<file path="src/rtl/sine_osc_ctrl_pkg.sv">
// Shared constants, state encoding and argument-reduction helper for sine_osc_ctrl.
// These constants are the ALU function codes and Q2.16 values that both sides of the ALU interface rely on.
package sine_osc_ctrl_pkg;

    localparam logic [2:0]  ALU_FUNC_SIN = 3'd0;
    localparam logic [2:0]  ALU_FUNC_COS = 3'd1;
    localparam logic [17:0] Q16_ONE      = 18'h10000;
    localparam logic [17:0] Q16_PI_2     = 18'h1921F;

    typedef enum logic [2:0] {
        ST_IDLE,
        ST_REDUCE,
        ST_ISSUE,
        ST_WAIT,
        ST_POST
    } oscState_e;

    // Scale a Q0.16 quadrant fraction to a Q2.16 angle in [0, pi/2); truncating.
    function automatic logic [17:0] reduceArg(input logic [15:0] frac);
        logic [33:0] prod;
        prod = {18'd0, frac} * {16'd0, Q16_PI_2};
        return prod[33:16];
    endfunction

endpackage

</file>
<file path="src/rtl/sine_osc_ctrl_phase_acc.sv">
// Phase accumulator for sine_osc_ctrl: advances on every strobe and snapshots
// the top 18 phase bits (quadrant + fraction) when the sequencer accepts a sample.
module osc_phase_acc #(
    parameter int PHASE_W = 24
) (
    input  logic               clk,
    input  logic               reset,
    input  logic               sample_stb,
    input  logic               capture,
    input  logic [PHASE_W-1:0] phase_inc,
    output logic [17:0]        ph
);

    logic [PHASE_W-1:0] phase_q, phase_d;
    logic [17:0]        ph_q, ph_d;

    always_comb begin
        phase_d = phase_q;
        ph_d    = ph_q;
        if (sample_stb) begin
            phase_d = phase_q + phase_inc;
        end
        // The sample belongs to the phase as it stood at the strobe, hence the pre-increment value
        if (capture) begin
            ph_d = phase_q[PHASE_W-1 -: 18];
        end
    end

    always_ff @(posedge clk or negedge reset) begin
        if (!reset) begin
            phase_q <= '0;
            ph_q    <= '0;
        end else begin
            phase_q <= phase_d;
            ph_q    <= ph_d;
        end
    end

    assign ph = ph_q;

endmodule

</file>
<file path="src/rtl/sine_osc_ctrl.sv">
// Sine oscillator sequencer: phase accumulate, quadrant reduce, one ALU request per strobe, sign the result.
// Optional macro SINE_OSC_CLAMP_EN clamps the ALU result to [-1.0, +1.0] before sign application.
module sine_osc_ctrl #(
    parameter int PHASE_W = 24,
    parameter int TIMEOUT = 255
) (
    input  logic               clk,
    input  logic               reset,
    input  logic               sample_stb,
    input  logic [PHASE_W-1:0] phase_inc,
    input  logic               overrun_clr,
    output logic               alu_do_calc,
    output logic [2:0]         alu_func_sel,
    output logic [17:0]        alu_x,
    input  logic               alu_calc_done,
    input  logic [17:0]        alu_result,
    output logic [17:0]        sample_out,
    output logic               sample_valid,
    output logic               busy,
    output logic               overrun,
    output logic               timeout_err
);

    import sine_osc_ctrl_pkg::*;

    localparam int WD_W = $clog2(TIMEOUT + 1);

    oscState_e   state_q, state_d;
    logic [17:0] aluX_q, aluX_d;
    logic [2:0]  funcSel_q, funcSel_d;
    logic        signNeg_q, signNeg_d;
    logic [WD_W-1:0] wdog_q, wdog_d;
    logic [17:0] sampleOut_q, sampleOut_d;
    logic        overrun_q, overrun_d;
    logic        timeoutErr_q, timeoutErr_d;
    logic [17:0] ph;

    osc_phase_acc #(
        .PHASE_W (PHASE_W)
    ) u_phase_acc (
        .clk        (clk),
        .reset      (reset),
        .sample_stb (sample_stb),
        .capture    (sample_stb && (state_q == ST_IDLE)),
        .phase_inc  (phase_inc),
        .ph         (ph)
    );

    function automatic logic [17:0] shapeSample(input logic [17:0] raw, input logic neg);
        logic signed [17:0] v;
        logic [17:0]        m;
        v = raw;
`ifdef SINE_OSC_CLAMP_EN
        if (v > $signed(Q16_ONE)) begin
            v = $signed(Q16_ONE);
        end else if (v < -$signed(Q16_ONE)) begin
            v = -$signed(Q16_ONE);
        end
`endif
        m = v;
        return neg ? (18'd0 - m) : m;
    endfunction

    // The sample is shaped as it is latched so it is already valid during the POST strobe
    always_comb begin
        state_d      = state_q;
        aluX_d       = aluX_q;
        funcSel_d    = funcSel_q;
        signNeg_d    = signNeg_q;
        wdog_d       = wdog_q;
        sampleOut_d  = sampleOut_q;
        overrun_d    = overrun_q;
        timeoutErr_d = timeoutErr_q;

        case (state_q)
            ST_IDLE: begin
                if (sample_stb) begin
                    state_d = ST_REDUCE;
                end
            end
            ST_REDUCE: begin
                aluX_d    = reduceArg(ph[15:0]);
                funcSel_d = ph[16] ? ALU_FUNC_COS : ALU_FUNC_SIN;
                signNeg_d = ph[17];
                state_d   = ST_ISSUE;
            end
            ST_ISSUE: begin
                wdog_d  = '0;
                state_d = ST_WAIT;
            end
            ST_WAIT: begin
                if (alu_calc_done) begin
                    sampleOut_d = shapeSample(alu_result, signNeg_q);
                    state_d     = ST_POST;
                end else if (wdog_q == WD_W'(TIMEOUT - 1)) begin
                    timeoutErr_d = 1'b1;
                    state_d      = ST_IDLE;
                end else begin
                    wdog_d = wdog_q + 1'b1;
                end
            end
            ST_POST: begin
                state_d = ST_IDLE;
            end
            default: begin
                state_d = ST_IDLE;
            end
        endcase

        if (sample_stb && (state_q != ST_IDLE)) begin
            overrun_d = 1'b1;
        end
        if (overrun_clr) begin
            overrun_d    = 1'b0;
            timeoutErr_d = 1'b0;
        end
    end

    always_ff @(posedge clk or negedge reset) begin
        if (!reset) begin
            state_q      <= ST_IDLE;
            aluX_q       <= '0;
            funcSel_q    <= ALU_FUNC_SIN;
            signNeg_q    <= 1'b0;
            wdog_q       <= '0;
            sampleOut_q  <= '0;
            overrun_q    <= 1'b0;
            timeoutErr_q <= 1'b0;
        end else begin
            state_q      <= state_d;
            aluX_q       <= aluX_d;
            funcSel_q    <= funcSel_d;
            signNeg_q    <= signNeg_d;
            wdog_q       <= wdog_d;
            sampleOut_q  <= sampleOut_d;
            overrun_q    <= overrun_d;
            timeoutErr_q <= timeoutErr_d;
        end
    end

    // State decodes keep the strobes free of an extra register stage and drop them with reset
    assign alu_do_calc  = (state_q == ST_ISSUE);
    assign sample_valid = (state_q == ST_POST);
    assign busy         = (state_q != ST_IDLE);
    assign alu_func_sel = funcSel_q;
    assign alu_x        = aluX_q;
    assign sample_out   = sampleOut_q;
    assign overrun      = overrun_q;
    assign timeout_err  = timeoutErr_q;

endmodule
</file>
<file path="config.mk">
export PLATFORM = sky130hd
export DESIGN_NAME = sine_osc_ctrl
export DESIGN_NICKNAME = d
export VERILOG_FILES = /design/src/rtl/sine_osc_ctrl_pkg.sv /design/src/rtl/sine_osc_ctrl_phase_acc.sv /design/src/rtl/sine_osc_ctrl.sv
export SDC_FILE = /design/constraint.sdc
export NUM_CORES = 1
export LEC_CHECK = 0
export CAP_MARGIN = 40
export CORE_MARGIN = 5
export CORE_UTILIZATION = 45
export CTS_CLUSTER_DIAMETER = 60
export CTS_CLUSTER_SIZE = 16
export DETAILED_ROUTE_END_ITERATION = 10
export DONT_BUFFER_PORTS = 1
export GPL_TIMING_DRIVEN = 0
export HOLD_SLACK_MARGIN = 0.08
export PLACE_DENSITY = 0.69
export SETUP_SLACK_MARGIN = 0.15
export SLEW_MARGIN = 30
export SYNTH_ARGS = -nofsm -noshare
export SYNTH_HDL_FRONTEND = slang
export SYNTH_HIERARCHICAL = 1
export SYNTH_SLANG_ARGS = --single-unit
</file>
<file path="constraint.sdc">
create_clock -name clk -period 6.2 [get_ports clk]
set_input_delay 0.31 -clock clk [delete_from_list [all_inputs] [get_ports clk]]
set_output_delay 0.31 -clock clk [all_outputs]
set_load 0.01 [all_outputs]
</file>
==> key figures <==
Final layout
  – Antenna cells: 0
  – Share of cells above drive strength 1: 0.0913
  – NumNets Final: 1,344
  – Fillers: 2,048
  – Final Non-Filler Cells: 1,342
  – Area grow syn2layout: 7.44%
  – Finished Cell Area: 0.0107 mm²
  – Core Util, Final: 0.491

Floorplanning
  – Die Span X: 159 µm
  – Chip Height: 159 µm
  – IO Pins: 91
  – Starting Density: 0.457
  – Die area: 0.0252 mm²
  – Rows: 54
  – Core ar.: 0.0218 mm²

Setup path
  – CP max stage delay: 0.58 ns
  – Worst R2R Setup Slack: 0.36 ns
  – CP startpoint: u_phase_acc/ph[13]
  – Most used cell, CP: fa_1
  – Reg-to-Reg Start: u_phase_acc/ph[13]
  – Cells along the critical path: fa_1 > inv_1 > fa_1 > fa_1 > fa_1 > fa_1 > inv_1 > fa_1 > ha_1 > a21oi_1 > o21ai_1 > or4_1 > a31oi_1 > nor3_1 > o21ai_0 > o311ai_0
  – Startpoint types: flip-flop
  – Setup CP Type: flip-flop to flip-flop
  – Capturing point of the worst reg2reg path: alu_x[7]
  – CP Data Arrival Time: 6.05 ns
  – CP Capture Type: flip-flop
  – Critical Path Fanout Max: 8
  – Slowest CP cell: fa_1
  – Critical path data required time: 6.42 ns
  – Worst R2R Path Depth: 16

Synthesis
  – Most instantiated library cell after synthesis: ha_1
  – Post-synthesis register bit count: 92
  – Dominant cell type by area after synthesis: dfrtp_1
  – Async SR Flop Fraction: 1.00
  – List of most frequent post-synthesis cells: 170 x ha_1, 163 x inv_1, 92 x dfrtp_1, 77 x nand2_1, 70 x fa_1
  – Synth Warn #: 6
  – Netlist Area Pre-Place: 0.00997 mm²
  – Cell variety after synth: 76
  – EDFF count, synth: 0
  – Mapped Cells: 1,040
  – Synth top area cells: dfrtp_1 23%, ha_1 21%, fa_1 14%, inv_1 6.1%, mux2_2 4.5%
  – Yosys top cell area share: 0.231
  – Post-synth top flop: dfrtp_1
  – Seq/Total Area, Yosys: 0.231
  – Syn Area/Cell: 9.59 µm²

Timing
  – Unrepaired setup endpoints after global routing: true
  – Period minus WS final: 5.84 ns
  – Worst Skew: 0.0109 ns
  – Final setup vio count: 0
  – Worst slew pin tran: 0.716 ns
  – Slew margin rel.: 0.521
  – Peak Freq: 171 MHz
  – Final Cycle Share: 0.942
  – Slew Limit Fails: 0
  – Setup TNS: 0 ns
  – Final Hold Fails: 0

Clock tree
  – Root buffer cell: clkbuf_16
  – Clock Sinks: 92
  – H-tree depth: 3
  – Reg clk slew, reported paths: 0.07 ns
  – CTS tree: yes
  – CTS Buffer Depth: 2
  – Post-CTS setup buffers: 0
  – Total CTS buffers: 9
  – Clk Latency, worst-skew pair: 0.36 ns

Min path
  – Worst hold path type: primary input to flip-flop
  – WHS Endpoint: overrun
  – Hold path cells: 2
  – Hold_sp: sample_stb

Global route
  – Initial antenna violation count: 0
  – Total grt overflow: 0
  – Vias in the first global route: 7,401
  – Largest net degree at the start of global routing: 93
  – GR Util All Layers: 0.177
  – First-pass GRT wire length: 37.0 mm

Drt
  – Post-route DRC: 0
  – Pre-antenna DRT Iters: 4
  – Detail Route Antenna Nets: 0
  – Vias per cell: 5.33
  – Wire length per cell: 16.0 µm
  – Via Count: 7,159
  – Iter 0 DRT Violations: 321
  – Final wirelength: 21.5 mm

Flow run
  – Max_cap viols: 0

Placement
  – Port bufs: 0
  – Placed Area: 0.0103 mm²
  – Post-DP HPWL: 17.6 mm
  – Placed cells: 1,323
  – Final GP Congestion: 0.881

Outcome
  – Result of the run: completed
[flip-flops by register name, summed over array words and instances, names as in the netlist]
signal,count
signNeg_q,1
wdog_q,8
alu_func_sel,1
u_phase_acc/phase_q,24
timeout_err,1
sample_out,18
state_q,3
alu_x,17
u_phase_acc/ph,18
overrun,1
[critical path, delay by kind of cell (launching register included)]
| kind | cells | cell delay [ns] |
|---|---|---|
| DFF | 1 | 0.49 |
| AOI/OAI and AO/OA | 5 | 0.89 |
| and+or+nand+nor | 2 | 0.62 |
| buffers and inverters | 2 | 0.14 |
| adders and majority gates | 7 | 3.54 |
[worst max path at each step]
stage                endpoint  cells after the start
floorplan           alu_x[10]                     18
global placement    alu_x[10]                     18
detailed placement  alu_x[10]                     18
CTS                 alu_x[10]                     18
global route        alu_x[10]                     18
finish               alu_x[7]                     16
[metal layers]
metal / GRT usage / wire [µm] / vias to the layer above
li1: - / - / 3583
met1: 0.236 / 9920 / 3446
met4: 0.0376 / 301 / 0
met2: 0.289 / 10100 / 113
met3: 0.0482 / 1150 / 17
met5: 0 / 0 / -
[area by class of cell]
cell class | instances | area [µm²] | share of cell area
Clock inverter | 5 | 67.6 | 0.00631
Clock buffer | 11 | 243 | 0.0227
Timing Repair Buffer | 4 | 55.1 | 0.00514
Tap cell | 280 | 350 | 0.0327
Multi-Input combinational cell | 758 | 6950 | 0.648
Inverter | 163 | 612 | 0.0571
Sequential cell | 92 | 2300 | 0.215
Buffer | 29 | 135 | 0.0126
[what timing repair did]
action                                  4_1_cts  5_1_grt
hold endpoints to repair                     94        0
hold buffers                                  3        0
gates resized for setup                       0        6
endpoints found under the setup margin        0        8
[metrics by stage]
stage,worst slack [ns],hold slack (ns)
floorplan,0.725,0.0144
CTS,0.167,0.0965
detailed placement,0.191,0.0172
global placement,0.179,0.0172
finish,0.361,0.113
global route,0.111,0.110
[cell families after synthesis]
group,count (synthesis),share of synthesized area
buffers and inverters,192,0.0749
AOI/OAI and AO/OA,209,0.139
other,1,0.000376
xor gates and xnor gates,56,0.0492
muxes,45,0.0502
and+or+nand+nor,205,0.101
adders and majority gates,240,0.354
DFF,92,0.231
[cell usage in the layout, fill, tap and decap left out, drive strengths merged, types with 3 or more instances in the layout]
master     n
a211oi     6
a21boi     3
a21o      18
a21oi     62
a31oi      7
and2       3
and3       4
buf        9
clkbuf    33
conb       3
dfrtp     92
fa        70
ha       170
inv      166
mux2      40
mux2i      5
nand2     77
nand2b     5
nand3     12
nand4     19
nor2      41
nor2b      5
nor3       8
nor3b      5
o2111ai    3
o211ai    10
o21a       6
o21ai     61
o21bai     3
o311ai     3
o31ai      8
or2        5
or3        8
or4        5
xnor2     30
xor2      26
Power is not shown: default switching activity piles up to over one toggle a cycle in this logic, so the estimate is an artifact.
